==> src/rtl/fg_prog_sequencer_pkg.sv <==
// Shared types and constants for the floating-gate programming sequencer.
package fg_prog_pkg;

  localparam int DRAIN_BITS_DEF = 5;
  localparam int GATE_BITS_DEF  = 2;
  localparam int PLEN_W_DEF     = 16;
  localparam int PCNT_W_DEF     = 8;

  // Decoders are active-low: all ones selects no line at all.
  localparam logic [DRAIN_BITS_DEF-1:0] DRAIN_IDLE_B = '1;
  localparam logic [GATE_BITS_DEF-1:0]  GATE_IDLE_B  = '1;

  typedef enum logic [2:0] {
    ST_IDLE,
    ST_SETUP,
    ST_PULSE,
    ST_GAP,
    ST_RECOVER,
    ST_FINISH
  } state_t;

  // Latched command; pcnt doubles as the remaining-pulse counter.
  typedef struct packed {
    logic [DRAIN_BITS_DEF-1:0] drain;
    logic [GATE_BITS_DEF-1:0]  gate;
    logic [PLEN_W_DEF-1:0]     plen;
    logic [PCNT_W_DEF-1:0]     pcnt;
  } cmd_t;

  function automatic int max_int(input int a, input int b);
    return (a > b) ? a : b;
  endfunction

endpackage

==> src/rtl/fg_prog_sequencer_if.sv <==
// Host-side command/status bundle between the register block and the sequencer.
interface fg_prog_sequencer_if #(
  parameter int DRAIN_BITS = 5,
  parameter int GATE_BITS  = 2,
  parameter int PLEN_W     = 16,
  parameter int PCNT_W     = 8
);
  logic                  cmd_valid;
  logic                  cmd_ready;
  logic [DRAIN_BITS-1:0] cmd_drain;
  logic [GATE_BITS-1:0]  cmd_gate;
  logic [PLEN_W-1:0]     cmd_plen;
  logic [PCNT_W-1:0]     cmd_pcnt;
  logic                  abort;
  logic                  busy;
  logic                  done;
  logic                  err;

  modport master (
    output cmd_valid, cmd_drain, cmd_gate, cmd_plen, cmd_pcnt, abort,
    input  cmd_ready, busy, done, err
  );

  modport slave (
    input  cmd_valid, cmd_drain, cmd_gate, cmd_plen, cmd_pcnt, abort,
    output cmd_ready, busy, done, err
  );
endinterface

==> src/rtl/fg_prog_sequencer_timer.sv <==
// Loadable down-counter that parks at zero; one instance times every
// fixed-length phase of the sequencer.
module fg_prog_timer #(
  parameter int W = 16
) (
  input  logic         clk,
  input  logic         rst_n,
  input  logic         load,
  input  logic [W-1:0] load_val,
  output logic         zero
);
  logic [W-1:0] cnt_q, cnt_d;

  // Load wins over counting; the count stops at zero.
  always_comb begin
    cnt_d = cnt_q;
    if (load) begin
      cnt_d = load_val;
    end else if (cnt_q != '0) begin
      cnt_d = cnt_q - W'(1);
    end
  end

  // Count register.
  always_ff @(posedge clk or negedge rst_n) begin
    if (!rst_n) begin
      cnt_q <= '0;
    end else begin
      cnt_q <= cnt_d;
    end
  end

  assign zero = (cnt_q == '0);
endmodule

==> src/rtl/fg_prog_sequencer.sv <==
// Command-driven programming sequencer: selects one drain line and one gate
// column, then applies a train of timed injection pulses. Every island control
// output is a flop computed from the next state, so nothing glitches and reset
// forces the safe run-mode values asynchronously.
module fg_prog_sequencer
  import fg_prog_pkg::*;
#(
  parameter int DRAIN_BITS = DRAIN_BITS_DEF,
  parameter int GATE_BITS  = GATE_BITS_DEF,
  parameter int NUM_DRAIN  = 20,
  parameter int NUM_GATE   = 4,
  parameter int PLEN_W     = PLEN_W_DEF,
  parameter int PCNT_W     = PCNT_W_DEF,
  parameter int SETTLE_CYC = 4,
  parameter int GAP_CYC    = 2
) (
  input  logic                  clk,
  input  logic                  rst_n,
  fg_prog_sequencer_if.slave    cmd,
  output logic                  prog,
  output logic                  run,
  output logic                  vgsel,
  output logic                  drain_en,
  output logic [DRAIN_BITS-1:0] drain_b,
  output logic                  gate_en,
  output logic [GATE_BITS-1:0]  gate_b
);

  localparam int CNT_W = max_int(PLEN_W, $clog2(max_int(SETTLE_CYC, GAP_CYC) + 1));
  localparam logic [DRAIN_BITS:0] NUM_DRAIN_L = (DRAIN_BITS + 1)'(NUM_DRAIN);
  localparam logic [GATE_BITS:0]  NUM_GATE_L  = (GATE_BITS + 1)'(NUM_GATE);
  // Timer holds "cycles remaining minus one" so zero marks the final cycle.
  localparam logic [CNT_W-1:0] SETTLE_VAL = CNT_W'(SETTLE_CYC - 1);
  localparam logic [CNT_W-1:0] GAP_VAL    = CNT_W'(GAP_CYC - 1);

  state_t              state_q, state_d;
  cmd_t                cmd_q, cmd_d;
  logic                err_flag_q, err_flag_d;
  logic                tmr_load, tmr_zero;
  logic [CNT_W-1:0]    tmr_val, pulse_val;
  logic                addr_bad, in_window;

  logic                  prog_q, prog_d, run_q, run_d, vgsel_q, vgsel_d;
  logic                  drain_en_q, drain_en_d, gate_en_q, gate_en_d;
  logic [DRAIN_BITS-1:0] drain_b_q, drain_b_d;
  logic [GATE_BITS-1:0]  gate_b_q, gate_b_d;
  logic                  busy_q, busy_d, done_q, done_d, err_q, err_d;
  logic                  cmd_ready_q, cmd_ready_d;

  assign addr_bad  = ({1'b0, cmd.cmd_drain} >= NUM_DRAIN_L) ||
                     ({1'b0, cmd.cmd_gate}  >= NUM_GATE_L);
  // A zero pulse length still produces a one-cycle pulse.
  assign pulse_val = (cmd_q.plen == '0) ? '0 : (CNT_W'(cmd_q.plen) - CNT_W'(1));
  assign in_window = (state_q == ST_SETUP) || (state_q == ST_PULSE) || (state_q == ST_GAP);

  fg_prog_timer #(.W(CNT_W)) u_timer (
    .clk      (clk),
    .rst_n    (rst_n),
    .load     (tmr_load),
    .load_val (tmr_val),
    .zero     (tmr_zero)
  );

  // Next-state logic: command capture, phase sequencing, pulse bookkeeping.
  always_comb begin
    state_d    = state_q;
    cmd_d      = cmd_q;
    err_flag_d = err_flag_q;
    tmr_load   = 1'b0;
    tmr_val    = SETTLE_VAL;
    if (in_window && cmd.abort) begin
      // Abort only while the programming rails are up; recovery is always full length.
      state_d    = ST_RECOVER;
      err_flag_d = 1'b1;
      tmr_load   = 1'b1;
    end else begin
      unique case (state_q)
        ST_IDLE: begin
          if (cmd.cmd_valid) begin
            cmd_d.drain = cmd.cmd_drain;
            cmd_d.gate  = cmd.cmd_gate;
            cmd_d.plen  = cmd.cmd_plen;
            cmd_d.pcnt  = cmd.cmd_pcnt;
            err_flag_d  = addr_bad;
            state_d     = addr_bad ? ST_FINISH : ST_SETUP;
            tmr_load    = 1'b1;
          end
        end
        ST_SETUP: begin
          if (tmr_zero) begin
            tmr_load = 1'b1;
            if (cmd_q.pcnt == '0) begin
              state_d = ST_RECOVER;
            end else begin
              state_d = ST_PULSE;
              tmr_val = pulse_val;
            end
          end
        end
        ST_PULSE: begin
          if (tmr_zero) begin
            tmr_load   = 1'b1;
            cmd_d.pcnt = cmd_q.pcnt - PCNT_W'(1);
            if (cmd_q.pcnt > PCNT_W'(1)) begin
              state_d = ST_GAP;
              tmr_val = GAP_VAL;
            end else begin
              state_d = ST_RECOVER;
            end
          end
        end
        ST_GAP: begin
          if (tmr_zero) begin
            state_d  = ST_PULSE;
            tmr_load = 1'b1;
            tmr_val  = pulse_val;
          end
        end
        ST_RECOVER: begin
          if (tmr_zero) begin
            state_d = ST_FINISH;
          end
        end
        ST_FINISH: begin
          state_d = ST_IDLE;
        end
        default: state_d = ST_IDLE;
      endcase
    end
  end

  // Output decode from the next state so the registered outputs track the state.
  always_comb begin
    prog_d      = 1'b0;
    run_d       = 1'b1;
    vgsel_d     = 1'b0;
    drain_en_d  = 1'b0;
    gate_en_d   = 1'b0;
    drain_b_d   = DRAIN_IDLE_B;
    gate_b_d    = GATE_IDLE_B;
    busy_d      = 1'b1;
    done_d      = 1'b0;
    err_d       = 1'b0;
    cmd_ready_d = 1'b0;
    unique case (state_d)
      ST_IDLE: begin
        busy_d      = 1'b0;
        cmd_ready_d = 1'b1;
      end
      ST_SETUP, ST_GAP, ST_PULSE: begin
        run_d      = 1'b0;
        prog_d     = 1'b1;
        vgsel_d    = 1'b1;
        drain_b_d  = ~cmd_d.drain;
        gate_b_d   = ~cmd_d.gate;
        drain_en_d = (state_d == ST_PULSE);
        gate_en_d  = (state_d == ST_PULSE);
      end
      ST_RECOVER: begin
        run_d = 1'b0;
      end
      ST_FINISH: begin
        done_d = 1'b1;
        err_d  = err_flag_d;
      end
      default: ;
    endcase
  end

  // State, command and output registers with safe run-mode reset values.
  always_ff @(posedge clk or negedge rst_n) begin
    if (!rst_n) begin
      state_q     <= ST_IDLE;
      cmd_q       <= '0;
      err_flag_q  <= 1'b0;
      prog_q      <= 1'b0;
      run_q       <= 1'b1;
      vgsel_q     <= 1'b0;
      drain_en_q  <= 1'b0;
      gate_en_q   <= 1'b0;
      drain_b_q   <= DRAIN_IDLE_B;
      gate_b_q    <= GATE_IDLE_B;
      busy_q      <= 1'b0;
      done_q      <= 1'b0;
      err_q       <= 1'b0;
      cmd_ready_q <= 1'b1;
    end else begin
      state_q     <= state_d;
      cmd_q       <= cmd_d;
      err_flag_q  <= err_flag_d;
      prog_q      <= prog_d;
      run_q       <= run_d;
      vgsel_q     <= vgsel_d;
      drain_en_q  <= drain_en_d;
      gate_en_q   <= gate_en_d;
      drain_b_q   <= drain_b_d;
      gate_b_q    <= gate_b_d;
      busy_q      <= busy_d;
      done_q      <= done_d;
      err_q       <= err_d;
      cmd_ready_q <= cmd_ready_d;
    end
  end

  assign prog          = prog_q;
  assign run           = run_q;
  assign vgsel         = vgsel_q;
  assign drain_en      = drain_en_q;
  assign gate_en       = gate_en_q;
  assign drain_b       = drain_b_q;
  assign gate_b        = gate_b_q;
  assign cmd.busy      = busy_q;
  assign cmd.done      = done_q;
  assign cmd.err       = err_q;
  assign cmd.cmd_ready = cmd_ready_q;

endmodule
==> src/flat_wrapper.sv <==
// flat-port wrapper written by rule: the top's interface ports become plain ports
module fg_prog_sequencer_flat import fg_prog_pkg::*;
#(
  parameter int DRAIN_BITS = DRAIN_BITS_DEF,
  parameter int GATE_BITS  = GATE_BITS_DEF,
  parameter int NUM_DRAIN  = 20,
  parameter int NUM_GATE   = 4,
  parameter int PLEN_W     = PLEN_W_DEF,
  parameter int PCNT_W     = PCNT_W_DEF,
  parameter int SETTLE_CYC = 4,
  parameter int GAP_CYC    = 2
)
  (clk, rst_n, prog, run, vgsel, drain_en, drain_b, gate_en, gate_b, cmd_cmd_valid, cmd_cmd_drain, cmd_cmd_gate, cmd_cmd_plen, cmd_cmd_pcnt, cmd_abort, cmd_cmd_ready, cmd_busy, cmd_done, cmd_err);
  fg_prog_sequencer_if #(.DRAIN_BITS(DRAIN_BITS), .GATE_BITS(GATE_BITS), .PLEN_W(PLEN_W), .PCNT_W(PCNT_W)) cmd_i ();
  input  logic clk;
  input  logic rst_n;
  output logic prog;
  output logic run;
  output logic vgsel;
  output logic drain_en;
  output logic [DRAIN_BITS-1:0] drain_b;
  output logic gate_en;
  output logic [GATE_BITS-1:0] gate_b;
  input wire logic [$bits(cmd_i.cmd_valid)-1:0] cmd_cmd_valid;
  input wire logic [$bits(cmd_i.cmd_drain)-1:0] cmd_cmd_drain;
  input wire logic [$bits(cmd_i.cmd_gate)-1:0] cmd_cmd_gate;
  input wire logic [$bits(cmd_i.cmd_plen)-1:0] cmd_cmd_plen;
  input wire logic [$bits(cmd_i.cmd_pcnt)-1:0] cmd_cmd_pcnt;
  input wire logic [$bits(cmd_i.abort)-1:0] cmd_abort;
  output wire logic [$bits(cmd_i.cmd_ready)-1:0] cmd_cmd_ready;
  output wire logic [$bits(cmd_i.busy)-1:0] cmd_busy;
  output wire logic [$bits(cmd_i.done)-1:0] cmd_done;
  output wire logic [$bits(cmd_i.err)-1:0] cmd_err;
  assign cmd_i.cmd_valid = cmd_cmd_valid;
  assign cmd_i.cmd_drain = cmd_cmd_drain;
  assign cmd_i.cmd_gate = cmd_cmd_gate;
  assign cmd_i.cmd_plen = cmd_cmd_plen;
  assign cmd_i.cmd_pcnt = cmd_cmd_pcnt;
  assign cmd_i.abort = cmd_abort;
  assign cmd_cmd_ready = cmd_i.cmd_ready;
  assign cmd_busy = cmd_i.busy;
  assign cmd_done = cmd_i.done;
  assign cmd_err = cmd_i.err;
  fg_prog_sequencer #(.DRAIN_BITS(DRAIN_BITS), .GATE_BITS(GATE_BITS), .NUM_DRAIN(NUM_DRAIN), .NUM_GATE(NUM_GATE), .PLEN_W(PLEN_W), .PCNT_W(PCNT_W), .SETTLE_CYC(SETTLE_CYC), .GAP_CYC(GAP_CYC)) u_core (.clk(clk), .rst_n(rst_n), .cmd(cmd_i), .prog(prog), .run(run), .vgsel(vgsel), .drain_en(drain_en), .drain_b(drain_b), .gate_en(gate_en), .gate_b(gate_b));
endmodule
==> config.mk <==
export PLATFORM = sky130hd
export DESIGN_NAME = fg_prog_sequencer_flat
export DESIGN_NICKNAME = d
export VERILOG_FILES = /design/src/rtl/fg_prog_sequencer_pkg.sv /design/src/rtl/fg_prog_sequencer_if.sv /design/src/rtl/fg_prog_sequencer_timer.sv /design/src/rtl/fg_prog_sequencer.sv /design/src/flat_wrapper.sv
export SDC_FILE = /design/constraint.sdc
export NUM_CORES = 1
export LEC_CHECK = 0
export ABC_CLOCK_PERIOD_IN_PS = 5000
export BUFFER_PORTS_ARGS = -buffer_cell sky130_fd_sc_hd__buf_2
export CORE_UTILIZATION = 39
export DETAILED_ROUTE_END_ITERATION = 10
export GPL_TIMING_DRIVEN = 0
export PLACE_DENSITY = 0.58
export SLEW_MARGIN = 10
export SYNTH_ARGS = -nofsm -noshare
export SYNTH_HDL_FRONTEND = slang
export SYNTH_SLANG_ARGS = --single-unit
==> constraint.sdc <==
create_clock -name clk -period 5 [get_ports clk]
set_clock_uncertainty 0.2 [all_clocks]
set_input_delay 0 -clock clk [delete_from_list [all_inputs] [get_ports clk]]
set_output_delay 0 -clock clk [all_outputs]
set_load 0.005 [all_outputs]
==> results.cfg, run 1 <==
[synth]
yosysWarnings = 0
ys_async_sr_fraction_pct = 100
synthTopCellsByCount = dfrtp_1 (56), nor2_1 (44), o21ai_0 (23)
syn_inst = 350
synth-seq-cells = 65
yosys_most_used_dff = dfrtp_1
syn_nets = 392
synth_area_leaders = dfrtp_1 (40%), dfstp_2 (6.8%), mux2_2 (6.8%)
yosysTopAreaCellShare_pct = 40.2
ys_seq_area_share_pct = 47.0
avgSynthCellArea_um2 = 9.95
synth_most_common_cell = dfrtp_1
synth-edff-count = 0
synth_top_cell_by_area = dfrtp_1
synth_cell_types = 55
syn_area_um2 = 3480

[hold_path]
hold_path_class = input pin to register

[worst_setup_path]
worstPathMaxFanout = 10
critPathCaptureType = register
worstPathArrival_ns = 2.68
cp.required_ns = 5.02
critical_path_class = register to register
cp-start-kind = register

[cts]
cts_tree = done
cts_setup_buffers = 0
clk_latency_ns = 0.36
cts-htree-levels = 3
root_buffer = clkbuf_8
cts_buffer_depth = 2
numCtsBuffers = 9
clock-sinks = 65
path_clk_slew_ns = 0.08

[sta]
holdWs_ns = 0.194
hold_viol = 0
fmaxAchievable_mhz = 377
slew_headroom_pct = 32.3
grt_setup_unrepaired = no
setup_violations = 0
drv_slew = 0
period_share_pct = 53.1
setup_tns_ns = 0
min_period_ns = 2.65
worstMarginPinSlew_ns = 1.01

[pwr]
p_per_area_nw_per_um2 = 591
p_leak_uw = 0.00197
ir_drop_mv = 0.271

[finish]
nNetsFinal = 490
final_area_um2 = 4450
final_core_util_pct = 51.3
final_cell_count_no_fill = 561
area_growth_pct = 27.7
diodes = 0
drive_above_1_share_pct = 25.2

[global_route]
antenna_found_initial = 0
grt_pass1_wl_um = 13700
grt_use_total_pct = 19.6
grt_pass1_vias = 2787
overflow = 0
grt_max_degree = 45

[routing]
drtPass1Iterations = 4
vias = 2938
post_drt_wl_per_cell_um = 14.9
first_iter_violations = 293
totalWireLength_um = 8340
drc = 0
antenna_left = 0
avgViaCountPerCell = 5.24

[floorplan]
ioPinCount = 51
start_util_pct = 40.1
die_area_um2 = 9310
num_rows = 34
die_h_um = 96.5
die_w_um = 96.5
coreArea_um2 = 8680

[place]
dp_cells = 509
place_congestion = 0.851
io_buffers = 50
dpl_cell_area_um2 = 3890
hpwl_um = 5760

[run]
cap_violations = 0

[run_status]
status = finished clean
[kinds of logic after synthesis]
| group | Yosys count | share of synthesized area (%) |
|---|---|---|
| AND/OR/NAND/NOR | 132 | 20.2 |
| AO/OA/AOI/OAI | 73 | 13.8 |
| flip-flops | 65 | 47.0 |
| buffers and inverters | 27 | 3.45 |
| XOR/XNOR | 25 | 6.29 |
| multiplexers | 21 | 6.79 |
| adder cells (fa/ha/maj) | 7 | 2.52 |
[final timing paths]
path,from,to,cells after the start,slack [ns]
worst max-delay path,u_core.state_q[1]$_DFF_PN0_,u_core.cmd_q[5]$_DFFE_PN0P_,7,2.35
worst min register to register,u_core.cmd_q[30]$_DFF_PN0_,u_core.cmd_q[30]$_DFF_PN0_,1,0.30
worst max register to register,u_core.state_q[1]$_DFF_PN0_,u_core.cmd_q[5]$_DFFE_PN0P_,7,2.35
min in group asynchronous,rst_n,u_core.cmd_q[2]$_DFFE_PN0P_,4,0.49
worst min-delay path,cmd_cmd_plen[7],u_core.cmd_q[15]$_DFFE_PN0P_,3,0.19
max in group asynchronous,rst_n,u_core.u_timer.cnt_q[12]$_DFFE_PN0P_,4,2.70
[per-layer routing]
layer	track usage [%]	wire length [um]	vias to the layer above
met5	0	0	-
met1	27.0	4010	1410
met4	8.46	148	0
li1	-	-	1450
met3	3.99	318	13
met2	29.7	3860	65
[area by class of cell]
class                   instances  area [um2]
clock inverters                 5        56.3
fillers                       818        4230
clock buffers                  11         141
multi-input cells             258        1720
repair buffers                 87         633
well taps                     108         135
flip-flops and latches         65        1640
inverters                      12        45.0
plain buffers                  15        75.1
[critical path, stage by stage (launching register included)]
cell and delay [ns]:
dfrtp_1 0.37, clkbuf_1 0.19, or3b_2 0.53, nor2_2 0.39
a21oi_1 0.25, clkbuf_1 0.27, o21ai_0 0.21, o21ai_0 0.10
[state kept, by name, indices dropped and copies added (netlist names)]
name / cells
u_core.cmd_q: 31
u_core.u_timer.cnt_q: 16
u_core.drain_b: 5
u_core.state_q: 3
u_core.gate_b: 2
u_core.cmd.busy: 1
u_core.cmd.cmd_ready: 1
u_core.cmd.done: 1
u_core.cmd.err: 1
u_core.drain_en: 1
u_core.err_flag_q: 1
u_core.run: 1
u_core.vgsel: 1
[through the flow]
step | setup WS [ns] | power [uW]
6_report | 2.35 | 2630
3_5_place_dp | 2.34 | 2150
5_1_grt | 2.11 | 2840
3_3_place_gp | 2.40 | 2120
4_1_cts | 2.35 | 2640
2_1_floorplan | 2.70 | 1820
[repair_timing]
action                                 CTS  global route
resized for setup                        0             0
setup endpoints to repair                0             0
endpoints found under the hold margin  106             0
hold buffers                            36             0
[power by group]
group          leakage (uW)  switching, uW  total [uW]  internal, uW
sequential         0.000796            197         992           794
combinational       0.00107            650        1180           525
clock             0.0000993            219         462           243
[placed cells by master, fill, tap and decap left out, types with 3 or more instances in the layout]
cell	Yosys	final
dfrtp_1	56	56
buf_2	3	52
nor2_1	44	44
dlygate4sd3_1	0	36
o21ai_0	23	23
mux2_2	21	21
nand2_1	21	21
nor3_1	17	17
xor2_1	13	13
inv_1	12	12
xnor2_1	12	12
clkbuf_1	9	10
a21oi_1	10	10
a22oi_1	10	10
clkbuf_8	0	10
dfstp_2	9	9
nor4_1	7	7
nand3_1	7	7
ha_1	7	7
a31oi_1	6	6
or3_1	5	5
nand3b_1	3	3
a211o_1	3	3
nand4_1	3	3
nor3b_1	3	3
a32oi_1	3	3
buf_4	2	3
(Power assumes the default switching activity.)
==> inputs of run 2 (changes only) <==
--- a/config.mk
+++ b/config.mk
@@ -5,7 +5,8 @@
 export SDC_FILE = /design/constraint.sdc
 export NUM_CORES = 1
 export LEC_CHECK = 0
-export ABC_CLOCK_PERIOD_IN_PS = 5000
+export ABC_AREA = 1
+export ABC_CLOCK_PERIOD_IN_PS = 2800
 export BUFFER_PORTS_ARGS = -buffer_cell sky130_fd_sc_hd__buf_2
 export CORE_UTILIZATION = 39
 export DETAILED_ROUTE_END_ITERATION = 10
==> constraint.sdc (replaced) <==
create_clock -name clk -period 2.8 [get_ports clk]
set_clock_uncertainty 0.2 [all_clocks]
set_input_delay 0 -clock clk [delete_from_list [all_inputs] [get_ports clk]]
set_output_delay 0 -clock clk [all_outputs]
set_load 0.005 [all_outputs]
==> results.cfg, run 2 <==
[worst_setup_path]
worstPathMaxFanout = 22
cp-start-kind = input pin
slowest_stage = dlygate4sd3_1
worstPathArrival_ns = 2.44
path_common_cell = dlygate4sd3_1
cp_num_buf_inv = 4
critical_path_class = input pin to async pin
critical_path.top_delay_family = buffers and inverters
cp.required_ns = 2.92
crit_chain = dlygate4sd3_1 > dlygate4sd3_1 > buf_4 > dlygate4sd3_1
max_stage_delay_ns = 1.24
critPathCaptureType = async pin

[synth]
yosysWarnings = 0
synth-edff-count = 0
synth_top_family_by_area = simple AND/OR/NAND/NOR gates
avgSynthCellArea_um2 = 7.68
synth_top_cell_by_area = dfrtp_1
synth_cell_types = 35
syn_inst = 489
synth-xor-area-share_pct = 5.83
synth_compound_area_share_pct = 9.02
syn_area_um2 = 3760
yosysTopAreaCellShare_pct = 37.3
synth-seq-cells = 65
synth_most_common_cell = nand2_1
synthSimpleGateAreaFrac_pct = 31.5
ys_seq_area_share_pct = 43.6
yosys_most_used_dff = dfrtp_1
synth_area_leaders = dfrtp_1 (37%), nand2_1 (13%), dfstp_2 (6.3%)
synthTopCellsByCount = nand2_1 (132), dfrtp_1 (56), nor2_1 (51)
syn_nets = 531
yosys.area_share.adder_pct = 2.33
synth.area.mux_share_pct = 0
ys_async_sr_fraction_pct = 100

[routing]
totalWireLength_um = 8820
drtPass1Iterations = 6
post_drt_wl_per_cell_um = 12.2
drc = 0
avgViaCountPerCell = 4.67
antenna_left = 0
first_iter_violations = 194
vias = 3359

[floorplan]
die_area_um2 = 10000
num_rows = 35
start_util_pct = 40.5
die_w_um = 100
ioPinCount = 51
coreArea_um2 = 9280
die_h_um = 100

[cts]
cts_resized = 0
cts_tree = done
cts_setup_buffers = 0
clk_latency_ns = 0.35
clock-sinks = 65
cts_hold_buffers = 36
cts_buffer_depth = 2
root_buffer = clkbuf_8
cts-htree-levels = 3
numCtsBuffers = 9
path_clk_slew_ns = 0.09

[finish]
regMostFlops = u_core.cmd_q
largest_register_ff_count = 31
drive_above_1_share_pct = 20.6
diodes = 0
mostFrequentLayoutCells = nand2_1 (132), dfrtp_1 (56), nor2_1 (51)
mostFrequentLayoutCell = nand2_1
area_growth_pct = 26.5
nNetsFinal = 628

[sta]
setup_violations = 0
worstMarginPinSlew_ns = 1.03
drv_slew = 0
min_period_ns = 2.32
fmaxAchievable_mhz = 432
hold_viol = 0
grt_setup_unrepaired = no
slew_headroom_pct = 31.0
period_share_pct = 82.7
layout_setup_ws_ns = 0.484
holdWs_ns = 0.179
setup_tns_ns = 0

[global_route]
grt_max_degree = 44
grt_pass1_wl_um = 15400
overflow = 0
grt_pass1_vias = 3328
grt_use_total_pct = 19.6
antenna_found_initial = 0

[run]
cap_violations = 0

[run_status]
status = finished clean

[pwr]
p_per_area_nw_per_um2 = 1000
p_leak_uw = 0.00235
ir_drop_mv = 0.461
p_total_uw = 4770

[place]
dp_slack_ns = 0.673
io_buffers = 49
hpwl_um = 6290
place_congestion = 0.820

[hold_path]
hold_path_class = input pin to register
-- run 2: cell count changes after synthesis, sizes merged, moves of 12 or more --
cell	previous run	this run
nand2	22	142
inv	12	61
nand3	7	40
mux2	21	0
nor2	45	65
a21oi	13	25
nor3	18	6
-- run 2: layout make-up --
type	count	area (um2)
buffer	10	62.6
multi-input combinational	353	1830
fill	923	4530
inverter	61	229
sequential	65	1640
timing repair buffer	86	628
clock inverter	7	83.8
tap	129	161
clock buffer	9	124
-- run 2: power breakdown --
group          total, uW  leakage, uW  internal, uW  switching, uW
Combinational       2260      0.00144           836           1420
Sequential          1640     0.000806          1390            259
Clock                866     0.000103           430            436
-- run 2: cells by family after synthesis --
| family | count (synthesis) |
|---|---|
| xor+xnor | 25 |
| buf+inv | 71 |
| fa+ha+maj | 7 |
| simple gates | 259 |
| flops | 65 |
| compound gates | 62 |
-- run 2: tightest hold or removal path, delay by kind of cell --
kind	cells	cell delay, ns
buffers and inverters	2	0.60
AND/OR/NAND/NOR	1	0.04
AO/OA/AOI/OAI	1	0.05
-- run 2: worst paths after layout --
check | from | to | slack (ns) | cells after the start
setup / recovery | rst_n | u_core.u_timer.cnt_q[13]$_DFFE_PN0P_ | 0.48 | 4
hold / removal | cmd_cmd_plen[6] | u_core.cmd_q[14]$_DFFE_PN0P_ | 0.18 | 4
setup reg to reg | u_core.u_timer.cnt_q[0]$_DFFE_PN0P_ | u_core.drain_b[3]$_DFF_PN1_ | 0.67 | 13
hold reg to reg | u_core.cmd_q[30]$_DFF_PN0_ | u_core.cmd_q[30]$_DFF_PN0_ | 0.28 | 2
max in group clk | u_core.u_timer.cnt_q[0]$_DFFE_PN0P_ | u_core.drain_b[3]$_DFF_PN1_ | 0.67 | 13
min in group asynchronous | rst_n | u_core.state_q[2]$_DFF_PN0_ | 0.50 | 4
-- run 2: metrics by stage --
stage | util [%] | instances | area [um2]
global route | 51.2 | 720 | 4750
detailed placement | 45.1 | 668 | 4190
finish | 51.2 | 720 | 4750
global placement | 44.9 | 667 | 4160
CTS | 51.2 | 720 | 4750
floorplan | - | 489 | 3760
-- run 2: per-layer routing --
| metal | vias up | global-route usage (%) | wire (um) | part of all wire [%] |
|---|---|---|---|---|
| li1 | 1734 | - | - | - |
| met5 | - | 0 | 0 | 0 |
| met4 | 0 | 6.47 | 115 | 1.3 |
| met2 | 70 | 33.0 | 4240 | 48 |
| met3 | 8 | 3.90 | 301 | 3.4 |
| met1 | 1547 | 25.3 | 4160 | 47 |
==> inputs of run 3 (changes only) <==
--- a/config.mk
+++ b/config.mk
@@ -5,13 +5,13 @@
 export SDC_FILE = /design/constraint.sdc
 export NUM_CORES = 1
 export LEC_CHECK = 0
-export ABC_AREA = 1
-export ABC_CLOCK_PERIOD_IN_PS = 2800
+export ABC_AREA = 0
+export ABC_CLOCK_PERIOD_IN_PS = 2100
 export BUFFER_PORTS_ARGS = -buffer_cell sky130_fd_sc_hd__buf_2
 export CORE_UTILIZATION = 39
 export DETAILED_ROUTE_END_ITERATION = 10
 export GPL_TIMING_DRIVEN = 0
-export PLACE_DENSITY = 0.58
+export PLACE_DENSITY = 0.6
 export SLEW_MARGIN = 10
 export SYNTH_ARGS = -nofsm -noshare
 export SYNTH_HDL_FRONTEND = slang
==> constraint.sdc (replaced) <==
create_clock -name clk -period 2.1 [get_ports clk]
set_clock_uncertainty 0.2 [all_clocks]
set_input_delay 0 -clock clk [delete_from_list [all_inputs] [get_ports clk]]
set_output_delay 0 -clock clk [all_outputs]
set_load 0.005 [all_outputs]
==> results.cfg, run 3 (same netlist as run 1, synthesis figures left out) <==
[sta]
worstMarginPinSlew_ns = 0.576
period_share_pct = 116
fmaxAchievable_mhz = 410
setup_violations = 32
hold_viol = 0
grt_setup_unrepaired = yes
slew_headroom_pct = 61.3
layout_setup_ws_ns = -0.341
drv_slew = 0
min_period_ns = 2.44
holdWs_ns = 0.206

[worst_setup_path]
cp_num_buf_inv = 2
crit_cells = 8
worstPathArrival_ns = 2.52
max_stage_delay_ns = 0.53
cp-start-kind = register
cp.required_ns = 2.17
reg2reg_from = u_core.u_timer.cnt_q[9]$_DFFE_PN0P_
r2r_slack_ns = -0.34
slowest_stage = or4_4
crit_chain = nor4_4 > buf_4 > nand2_4 > or4_4 > nor3_4 > buf_6 > a22oi_2 > nor2_1
worstPathMaxFanout = 5
crit_start = u_core.u_timer.cnt_q[9]$_DFFE_PN0P_
worstReg2RegEnd = u_core.u_timer.cnt_q[14]$_DFFE_PN0P_
critical_path.top_delay_family = simple AND/OR/NAND/NOR gates
rr_worst_depth = 8
critical_path_class = register to register
critPathCaptureType = register

[global_route]
overflow = 0
grt_pass1_vias = 3095
grt_max_degree = 41
grt_use_total_pct = 21.0
antenna_found_initial = 0
grt_pass1_wl_um = 14800

[cts]
cts_buffer_depth = 2
numCtsBuffers = 9
cts-htree-levels = 3
clk_latency_ns = 0.35
path_clk_slew_ns = 0.08
root_buffer = clkbuf_8
clock-sinks = 65
cts_tree = done

[floorplan]
ioPinCount = 51
coreArea_um2 = 8680
die_area_um2 = 9310
die_w_um = 96.5
start_util_pct = 40.1
die_h_um = 96.5
num_rows = 34

[finish]
diodes = 0
largest_register_ff_count = 31
final_area_um2 = 5150
area_growth_pct = 48.0
drive_above_1_share_pct = 43.7
mostFrequentLayoutCells = buf_2 (51), dfrtp_1 (51), buf_4 (41)
final_cell_count_no_fill = 607
nNetsFinal = 536
regMostFlops = u_core.cmd_q

[place]
dp_cells = 509
io_buffers = 50
dp_slack_ns = -0.388
dpl_cell_area_um2 = 3990
hpwl_um = 5770
place_congestion = 0.849

[routing]
avgViaCountPerCell = 5.38
post_drt_wl_per_cell_um = 15.7
totalWireLength_um = 9500
drc = 0
first_iter_violations = 202
antenna_left = 0
drtPass1Iterations = 7
vias = 3264

[pwr]
ir_drop_mv = 0.623
p_per_area_nw_per_um2 = 1460
p_leak_uw = 0.00226

[run]
cap_violations = 0

[hold_path]
min_to = u_core.cmd_q[9]$_DFFE_PN0P_
hold_path_class = input pin to register
hold_start = cmd_cmd_plen[1]
holdPathStages = 4

[run_status]
status = finished, violations left
violations = setup timing
==> run 3: cell types whose count changed in the layout (fill, tap and decap cells not counted), moves of 9 or more <==
cell	previous run	this run
a21oi_1	24	6
buf_4	3	41
buf_6	2	11
inv_1	49	6
mux2_2	0	21
nand2_1	132	20
nand3_1	37	7
nor2_1	51	40
nor3_1	6	15
==> run 3: routing by layer <==
layer,wire length (um),up-vias,global-route usage [%]
li1,-,1548,-
met4,213,0,8.58
met2,4720,103,34.3
met3,387,20,3.99
met5,0,-,0
met1,4180,1593,27.3
==> run 3: per-stage QoR <==
| stage | power (uW) | util, % | setup TNS [ns] |
|---|---|---|---|
| 2_1_floorplan | 4530 | - | -0.236 |
| 3_3_place_gp | 5240 | 45.7 | -11.31 |
| 3_5_place_dp | 5300 | 46.0 | -12.00 |
| 4_1_cts | 6910 | 56.0 | -3.81 |
| 5_1_grt | 8060 | 59.4 | -10.76 |
| 6_report | 7510 | 59.4 | -7.22 |
==> run 3: cell type report <==
| cell class | count | area (um2) |
|---|---|---|
| clock inverters | 7 | 51.3 |
| inverters | 12 | 50.0 |
| repair buffers | 134 | 1040 |
| well taps | 108 | 135 |
| flip-flops and latches | 65 | 1640 |
| plain buffers | 13 | 98.8 |
| fillers | 729 | 3520 |
| multi-input cells | 259 | 2020 |
| clock buffers | 9 | 124 |
==> run 3: repair_timing <==
action / in CTS / in global routing
resized for setup: 32 / 48
endpoints found under the hold margin: 108 / 0
hold buffers: 36 / 0
gates cloned: 1 / 2
pin swaps: 26 / 27
buffers inserted: 24 / 23
endpoints found under the setup margin: 57 / 48
==> run 3: how the worst max path moves through the flow <==
| stage | end |
|---|---|
| after floorplan | u_core.cmd.busy$_DFF_PN0_ |
| after detailed placement | u_core.cmd.busy$_DFF_PN0_ |
| after CTS | u_core.u_timer.cnt_q[2]$_DFFE_PN0P_ |
| final | u_core.u_timer.cnt_q[14]$_DFFE_PN0P_ |
| after global routing | u_core.u_timer.cnt_q[2]$_DFFE_PN0P_ |
| after global placement | u_core.cmd.busy$_DFF_PN0_ |
==> run 3: worst register-to-register path: stages, from the launching register on <==
cell and delay, ns:
dfrtp_1 0.43, nor4_4 0.30, buf_4 0.17, nand2_4 0.05
or4_4 0.53, nor3_4 0.33, buf_6 0.19, a22oi_2 0.06
nor2_1 0.11
==> run 3: report_power, final <==
part           internal [uW]  switching [uW]  leakage (uW)  total (uW)
clock                    436             534     0.0000864         970
combinational           2090            2020       0.00138        4110
sequential              1900             532      0.000789        2430
total                   4420            3090       0.00226        7510
